## config.mk

```make
export PLATFORM = sky130hd
export DESIGN_NAME = serial_tx_ctrl_flat
export DESIGN_NICKNAME = d
export VERILOG_FILES = /design/src/rtl/serial_tx_ctrl_pkg.sv /design/src/rtl/serial_tx_ctrl_if.sv /design/src/rtl/serial_tx_ctrl_tx_shift_reg.sv /design/src/rtl/serial_tx_ctrl.sv /design/src/flat_wrapper.sv
export SDC_FILE = /design/constraint.sdc
export NUM_CORES = 1
export LEC_CHECK = 0
export CAP_MARGIN = 20
export CORE_MARGIN = 3
export CORE_UTILIZATION = 44
export CTS_BUF_LIST = sky130_fd_sc_hd__clkbuf_16
export CTS_CLUSTER_DIAMETER = 80
export DETAILED_ROUTE_END_ITERATION = 10
export GPL_TIMING_DRIVEN = 1
export PLACE_DENSITY = 0.72
export SLEW_MARGIN = 20
export SYNTH_ARGS = -nofsm -noshare
export SYNTH_HDL_FRONTEND = slang
export SYNTH_SLANG_ARGS = --single-unit
```

## constraint.sdc

```tcl
create_clock -name C -period 1.7 [get_ports C]
set_input_delay 0.17 -clock C [delete_from_list [all_inputs] [get_ports C]]
set_output_delay 0.17 -clock C [all_outputs]
set_load 0.05 [all_outputs]
```

## src/rtl/serial_tx_ctrl_pkg.sv

```systemverilog
// ---------------------------------------------------------------------------
// serial_tx_ctrl_pkg
// Purpose : Shared definitions for the serial transmit controller: FSM state
//           encoding and the default frame width. The RTL and the bench both
//           import this package, so they always agree on the encodings.
// Contents: state_t        -- IDLE=00, SHIFT=01, PARITY=10, FIN=11
//           DEFAULT_WIDTH  -- default number of data bits per frame
// ---------------------------------------------------------------------------
package serial_tx_ctrl_pkg;

  localparam int DEFAULT_WIDTH = 8;

  typedef enum logic [1:0] {
    ST_IDLE   = 2'b00,
    ST_SHIFT  = 2'b01,
    ST_PARITY = 2'b10,
    ST_FIN    = 2'b11
  } state_t;

endpackage

```

## src/rtl/serial_tx_ctrl_if.sv

```systemverilog
// ---------------------------------------------------------------------------
// serial_tx_ctrl_if
// Purpose : Bundles the frame request, parallel data and serial status
//           signals of serial_tx_ctrl.
// Signals : START     frame request (sampled only while the controller idles)
//           DIN       parallel data, captured on the edge accepting START
//           SOUT      serial data, LSB first, idle level 1
//           BUSY      high during SHIFT and PARITY
//           DONE      one-cycle completion pulse (FIN)
//           dbg_state registered FSM state, for observation only
// Handshake: a frame starts on the falling clock edge at which the controller
//           is in IDLE and START=1; START is a level request, not a pulse, and
//           is ignored in every other state. There is no back-pressure.
// Modports: master drives START/DIN, slave (the controller) drives the rest.
// ---------------------------------------------------------------------------
interface serial_tx_ctrl_if #(
  parameter int WIDTH = 8
) ();
  import serial_tx_ctrl_pkg::*;

  logic             START;
  logic [WIDTH-1:0] DIN;
  logic             SOUT;
  logic             BUSY;
  logic             DONE;
  state_t           dbg_state;

  modport master (
    output START, DIN,
    input  SOUT, BUSY, DONE, dbg_state
  );

  modport slave (
    input  START, DIN,
    output SOUT, BUSY, DONE, dbg_state
  );

endinterface

```

## src/rtl/serial_tx_ctrl_tx_shift_reg.sv

```systemverilog
// ---------------------------------------------------------------------------
// tx_shift_reg
// Purpose : WIDTH-bit right-shifting data register built from falling-edge
//           D flip-flops with synchronous clear. Bit 0 is the serial output.
// Ports   : clk       clock (state changes on the falling edge)
//           clr       synchronous clear, highest priority
//           load      parallel load of din
//           shift_en  shift right by one, zero fill at the MSB
//           din       parallel data
//           sout      current bit 0
// ---------------------------------------------------------------------------
module tx_shift_reg #(
  parameter int WIDTH = 8
) (
  input  logic             clk,
  input  logic             clr,
  input  logic             load,
  input  logic             shift_en,
  input  logic [WIDTH-1:0] din,
  output logic             sout
);

  logic [WIDTH-1:0] r_data;

  always_ff @(negedge clk) begin
    if (clr) begin
      r_data <= '0;
    end else if (load) begin
      r_data <= din;
    end else if (shift_en) begin
      r_data <= {1'b0, r_data[WIDTH-1:1]};
    end
  end

  assign sout = r_data[0];

endmodule

```

## src/rtl/serial_tx_ctrl.sv

```systemverilog
// ---------------------------------------------------------------------------
// serial_tx_ctrl
// Purpose : Serialises a WIDTH-bit word LSB first. Frame = WIDTH data cycles,
//           an optional even-parity cycle, then one FIN cycle with DONE=1.
//           All state changes on the falling edge of C; all outputs are
//           decoded from registered state only.
// Ports   : C    clock (falling edge active)
//           RST  synchronous active-high reset, sampled on the falling edge
//           bus  serial_tx_ctrl_if.slave (START, DIN, SOUT, BUSY, DONE,
//                dbg_state)
// Config  : SERIAL_TX_PARITY_EN defined   -> PARITY cycle after the data bits
//           SERIAL_TX_PARITY_EN undefined -> no parity cycle, no accumulator
// ---------------------------------------------------------------------------
module serial_tx_ctrl
  import serial_tx_ctrl_pkg::*;
#(
  parameter int WIDTH = DEFAULT_WIDTH
) (
  input  logic              C,
  input  logic              RST,
  serial_tx_ctrl_if.slave   bus
);

  localparam int            CW   = $clog2(WIDTH);
  localparam logic [CW-1:0] LAST = CW'(WIDTH - 1);

  state_t          r_state;
  state_t          w_next;
  logic [CW-1:0]   r_cnt;
  logic            w_load;
  logic            w_shift;
  logic            w_bit0;

  tx_shift_reg #(.WIDTH(WIDTH)) u_shift (
    .clk      (C),
    .clr      (RST),
    .load     (w_load),
    .shift_en (w_shift),
    .din      (bus.DIN),
    .sout     (w_bit0)
  );

  // Next-state and datapath strobes
  always_comb begin
    w_next  = r_state;
    w_load  = 1'b0;
    w_shift = 1'b0;
    case (r_state)
      ST_IDLE: begin
        if (bus.START) begin
          w_next = ST_SHIFT;
          w_load = 1'b1;
        end
      end
      ST_SHIFT: begin
        w_shift = 1'b1;
        if (r_cnt == LAST) begin
`ifdef SERIAL_TX_PARITY_EN
          w_next = ST_PARITY;
`else
          w_next = ST_FIN;
`endif
        end
      end
      ST_PARITY: w_next = ST_FIN;
      ST_FIN:    w_next = ST_IDLE;
      default:   w_next = ST_IDLE;
    endcase
  end

  always_ff @(negedge C) begin
    if (RST) begin
      r_state <= ST_IDLE;
    end else begin
      r_state <= w_next;
    end
  end

  // Bit counter parks at WIDTH-1 on the last shift so it never wraps;
  // it is cleared again when the next frame is accepted.
  always_ff @(negedge C) begin
    if (RST || w_load) begin
      r_cnt <= '0;
    end else if (w_shift && (r_cnt != LAST)) begin
      r_cnt <= r_cnt + 1'b1;
    end
  end

`ifdef SERIAL_TX_PARITY_EN
  // Even parity: XOR of every bit as it leaves the shift register.
  logic r_par;

  always_ff @(negedge C) begin
    if (RST || w_load) begin
      r_par <= 1'b0;
    end else if (w_shift) begin
      r_par <= r_par ^ w_bit0;
    end
  end
`endif

  // Moore output decode
  always_comb begin
    bus.SOUT = 1'b1;
    bus.BUSY = 1'b0;
    bus.DONE = 1'b0;
    case (r_state)
      ST_SHIFT: begin
        bus.SOUT = w_bit0;
        bus.BUSY = 1'b1;
      end
      ST_PARITY: begin
`ifdef SERIAL_TX_PARITY_EN
        bus.SOUT = r_par;
`endif
        bus.BUSY = 1'b1;
      end
      ST_FIN:  bus.DONE = 1'b1;
      default: ;
    endcase
  end

  assign bus.dbg_state = r_state;

endmodule
```

## src/flat_wrapper.sv

```systemverilog
// flat-port wrapper written by rule: the top's interface ports become plain ports
module serial_tx_ctrl_flat import serial_tx_ctrl_pkg::*;
#(
  parameter int WIDTH = DEFAULT_WIDTH
)
  (C, RST, bus_START, bus_DIN, bus_SOUT, bus_BUSY, bus_DONE, bus_dbg_state);
  serial_tx_ctrl_if #(.WIDTH(WIDTH)) bus_i ();
  input  logic C;
  input  logic RST;
  input wire logic [$bits(bus_i.START)-1:0] bus_START;
  input wire logic [$bits(bus_i.DIN)-1:0] bus_DIN;
  output wire logic [$bits(bus_i.SOUT)-1:0] bus_SOUT;
  output wire logic [$bits(bus_i.BUSY)-1:0] bus_BUSY;
  output wire logic [$bits(bus_i.DONE)-1:0] bus_DONE;
  output wire logic [$bits(bus_i.dbg_state)-1:0] bus_dbg_state;
  assign bus_i.START = bus_START;
  assign bus_i.DIN = bus_DIN;
  assign bus_SOUT = bus_i.SOUT;
  assign bus_BUSY = bus_i.BUSY;
  assign bus_DONE = bus_i.DONE;
  assign bus_dbg_state = bus_i.dbg_state;
  serial_tx_ctrl #(.WIDTH(WIDTH)) u_core (.C(C), .RST(RST), .bus(bus_i));
endmodule
```

==> results of run 1 <==
[synthesized netlist by cell type]
cell,n
a211oi_1,7
buf_6,1
nand2b_1,2
or2b_1,1
nor2_1,9
mux2_4,1
dfxtp_1,13
a21oi_4,1
a21oi_1,1
ha_1,6
mux2i_1,10
xnor2_1,1
nand3b_1,1
inv_1,4
and2b_4,1
nand2_1,2
nor3_2,1
and2_1,1
nor3_1,2
buf_4,1
clkbuf_1,1
[metrics by stage]
step	hold slack [ns]	util	setup WS [ns]	setup TNS, ns
3_3_place_gp	0.4765	0.7033	-0.4532	-4.700
4_1_cts	0.5272	0.8342	-0.5679	-2.559
5_1_grt	0.5742	0.8434	-0.5984	-2.716
6_report	0.5343	0.8434	-0.5759	-2.511
3_5_place_dp	0.4854	0.7033	-0.4862	-5.170
2_1_floorplan	0.4627	-	-0.3936	-0.9818
[final cells by class]
class	instances	area, um2
timing repair buffer	27	310.3
fill	86	214.0
sequential	13	267.8
clock inverter	14	52.55
clock buffer	3	75.07
multi-input combinational	47	414.1
tap	15	18.77
inverter	3	13.76
[worst max-delay path: stages (launching register included)]
cell and delay [ns]:
dfxtp_4 0.36, inv_1 0.07, ha_2 0.36, buf_12 0.14
[registers in the layout (all words and copies together) (netlist names)]
| signal | cells |
|---|---|
| u_core.bus.dbg_state | 2 |
| u_core.r_cnt | 3 |
| u_core.u_shift.r_data | 8 |
[timing repair]
item,4_1_cts,5_1_grt
setup endpoints to repair,15,6
gates resized for setup,9,5
cloned,0,0
endpoints found under the hold margin,0,0
pin swaps,1,1
buffers inserted,4,2
[cells by family (layout without fill, tap and decap cells)]
family	count (synthesis)	after routing	share of synthesized area
xor gates and xnor gates	1	1	0.01297
adders and majority gates	6	6	0.1111
AOI/OAI and AO/OA	9	9	0.1093
and+or+nand+nor	20	20	0.1556
DFF	13	13	0.3852
muxes	11	11	0.1704
buffers and inverters	7	47	0.05555
[worst paths after layout]
| check | from | slack [ns] | to |
|---|---|---|---|
| max | u_core.bus.dbg_state[0] | -0.58 | bus_BUSY |
| min | u_core.u_shift.r_data[7] | 0.53 | u_core.u_shift.r_data[7] |
| max reg2reg | u_core.bus.dbg_state[1] | 0.24 | u_core.bus.dbg_state[0] |
| min reg2reg | u_core.u_shift.r_data[7] | 0.53 | u_core.u_shift.r_data[7] |
[report_power, final]
group / internal, mW / leakage [nW] / total (mW) / switching, mW
registers: 0.417 / 0.108 / 0.489 / 0.0727
logic: 0.717 / 0.320 / 1.39 / 0.677
clock network: 0.352 / 0.112 / 0.556 / 0.203
[layer usage]
layer	up-vias	share of wire
met5	-	0
met4	0	0.023
met3	8	0.042
met2	18	0.56
met1	278	0.37
li1	312	-
==> flow_metrics.env, run 1 <==
export IMPL_arrival_ns=2.11
export IMPL_grt_start_max_net_pins=16
export IMPL_grt_overflow=0
export IMPL_layout_nets=125
export IMPL_status="complete, but fails checks"
export IMPL_vias=616
export IMPL_cts_root_buf="clkbuf_16"
export IMPL_hold_violations=0
export IMPL_final_cell_area_mm2=0.001152
export IMPL_grt_pass1_vias=673
export IMPL_ant_nets=0
export IMPL_maxCapViolations=0
export IMPL_grt_pass1_wl_mm=2.829
export IMPL_via_per_inst=5.049
export IMPL_drv_slew=0
export IMPL_initial_core_util=0.4945
export IMPL_ctsHoldBuffers=0
export IMPL_htree_levels=1
export IMPL_syn_area_per_cell_um2=10.08
export IMPL_antenna_found_initial=0
export IMPL_met1_usage=0.1889
export IMPL_synth_nets=84
export IMPL_std_cell_rows=13
export IMPL_fin_worst_skew_ns=0.01641
export IMPL_place_gp_congestion=0.6992
export IMPL_diodes=0
export IMPL_layout_common_cells="inv_1, dfxtp_1, mux2i_1"
export IMPL_cts_clk_slew_worst_paths_ns=0.04
export IMPL_dp_hpwl_um=944.8
export IMPL_synthesis_area_um2=675.6
export IMPL_worst_path_max_fanout=3
export IMPL_finalNonFillerCells=122
export IMPL_dp_cells=102
export IMPL_core_area_mm2=0.001366
export IMPL_grt_busiest_layer="met2"
export IMPL_numCtsBuffers=3
export IMPL_ys_types=21
export IMPL_crit_type="flip-flop to primary output"
export IMPL_ios=16
export IMPL_cts_tree="yes"
export IMPL_wl_mm=1.753
export IMPL_ys_seq_area_frac=0.3852
export IMPL_cts_num_sinks=13
export IMPL_rr_worst_depth=6
export IMPL_postSynthCellCount=67
export IMPL_final_common_cell="inv_1"
export IMPL_power_per_cell_area_mw_per_mm2=2117
export IMPL_detail_route_iter0_violations=10
export IMPL_setup_worst_path_start_class="flip-flop"
export IMPL_insertion_delay_ns=0.33
export IMPL_max_vdd_ir_drop_mv=1.572
export IMPL_synth_seq_cells=13
export IMPL_crit_required_ns=1.53
export IMPL_max_slew_worst_pin_slew_ns=0.2437
export IMPL_die_h_um=45.19
export IMPL_place_port_buffers=15
export IMPL_firstDrtPassIters=4
export IMPL_synth_warnings=0
export IMPL_violations="setup timing"
export IMPL_route_detailed_drc=0
export IMPL_grt_total_usage=0.1936
export IMPL_post_route_cells_drive_above_1_share=0.3084
export IMPL_use_met3=0.08765
export IMPL_crit_path_end_kind="primary output"
export IMPL_dpl_cell_area_um2=960.9
export IMPL_setup_violations_final=5
export IMPL_wl_per_cell_um=14.37
export IMPL_syn2layout_area_growth_pct=70.56
export IMPL_finalWorstSetupSlack_ns=-0.5759
export IMPL_hp_class="flip-flop to flip-flop"
export IMPL_hold_depth=2
export IMPL_synth_top_area_cell="dfxtp_1"
export IMPL_die_w_um=45.19
export IMPL_yosys_area_top_type_share=0.3852
export IMPL_leakage_nw=0.5399
export IMPL_total_power_mw=2.439
export IMPL_synth_area_top_cells="dfxtp_1, mux2i_1, ha_1, a211oi_1, nor2_1"
export IMPL_die_area_mm2=0.002042
export IMPL_grt_setup_unrepaired="yes"
export IMPL_cts_buffer_depth=2
export IMPL_slew_headroom=0.8366
export IMPL_grtUsageMet2=0.3503
Power figures use the tool's default switching activity.
==> run 2, diff against run 1 <==
CTS_CLUSTER_DIAMETER = not set   (was 80)
==> results of run 2 <==
Final layout, timing and power as in run 1 (identical DEF).
==> run 3, diff against run 2 <==
CTS_CLUSTER_SIZE = 8   (was not set)
==> results of run 3 <==
Final layout, timing and power as in run 1 (identical DEF).
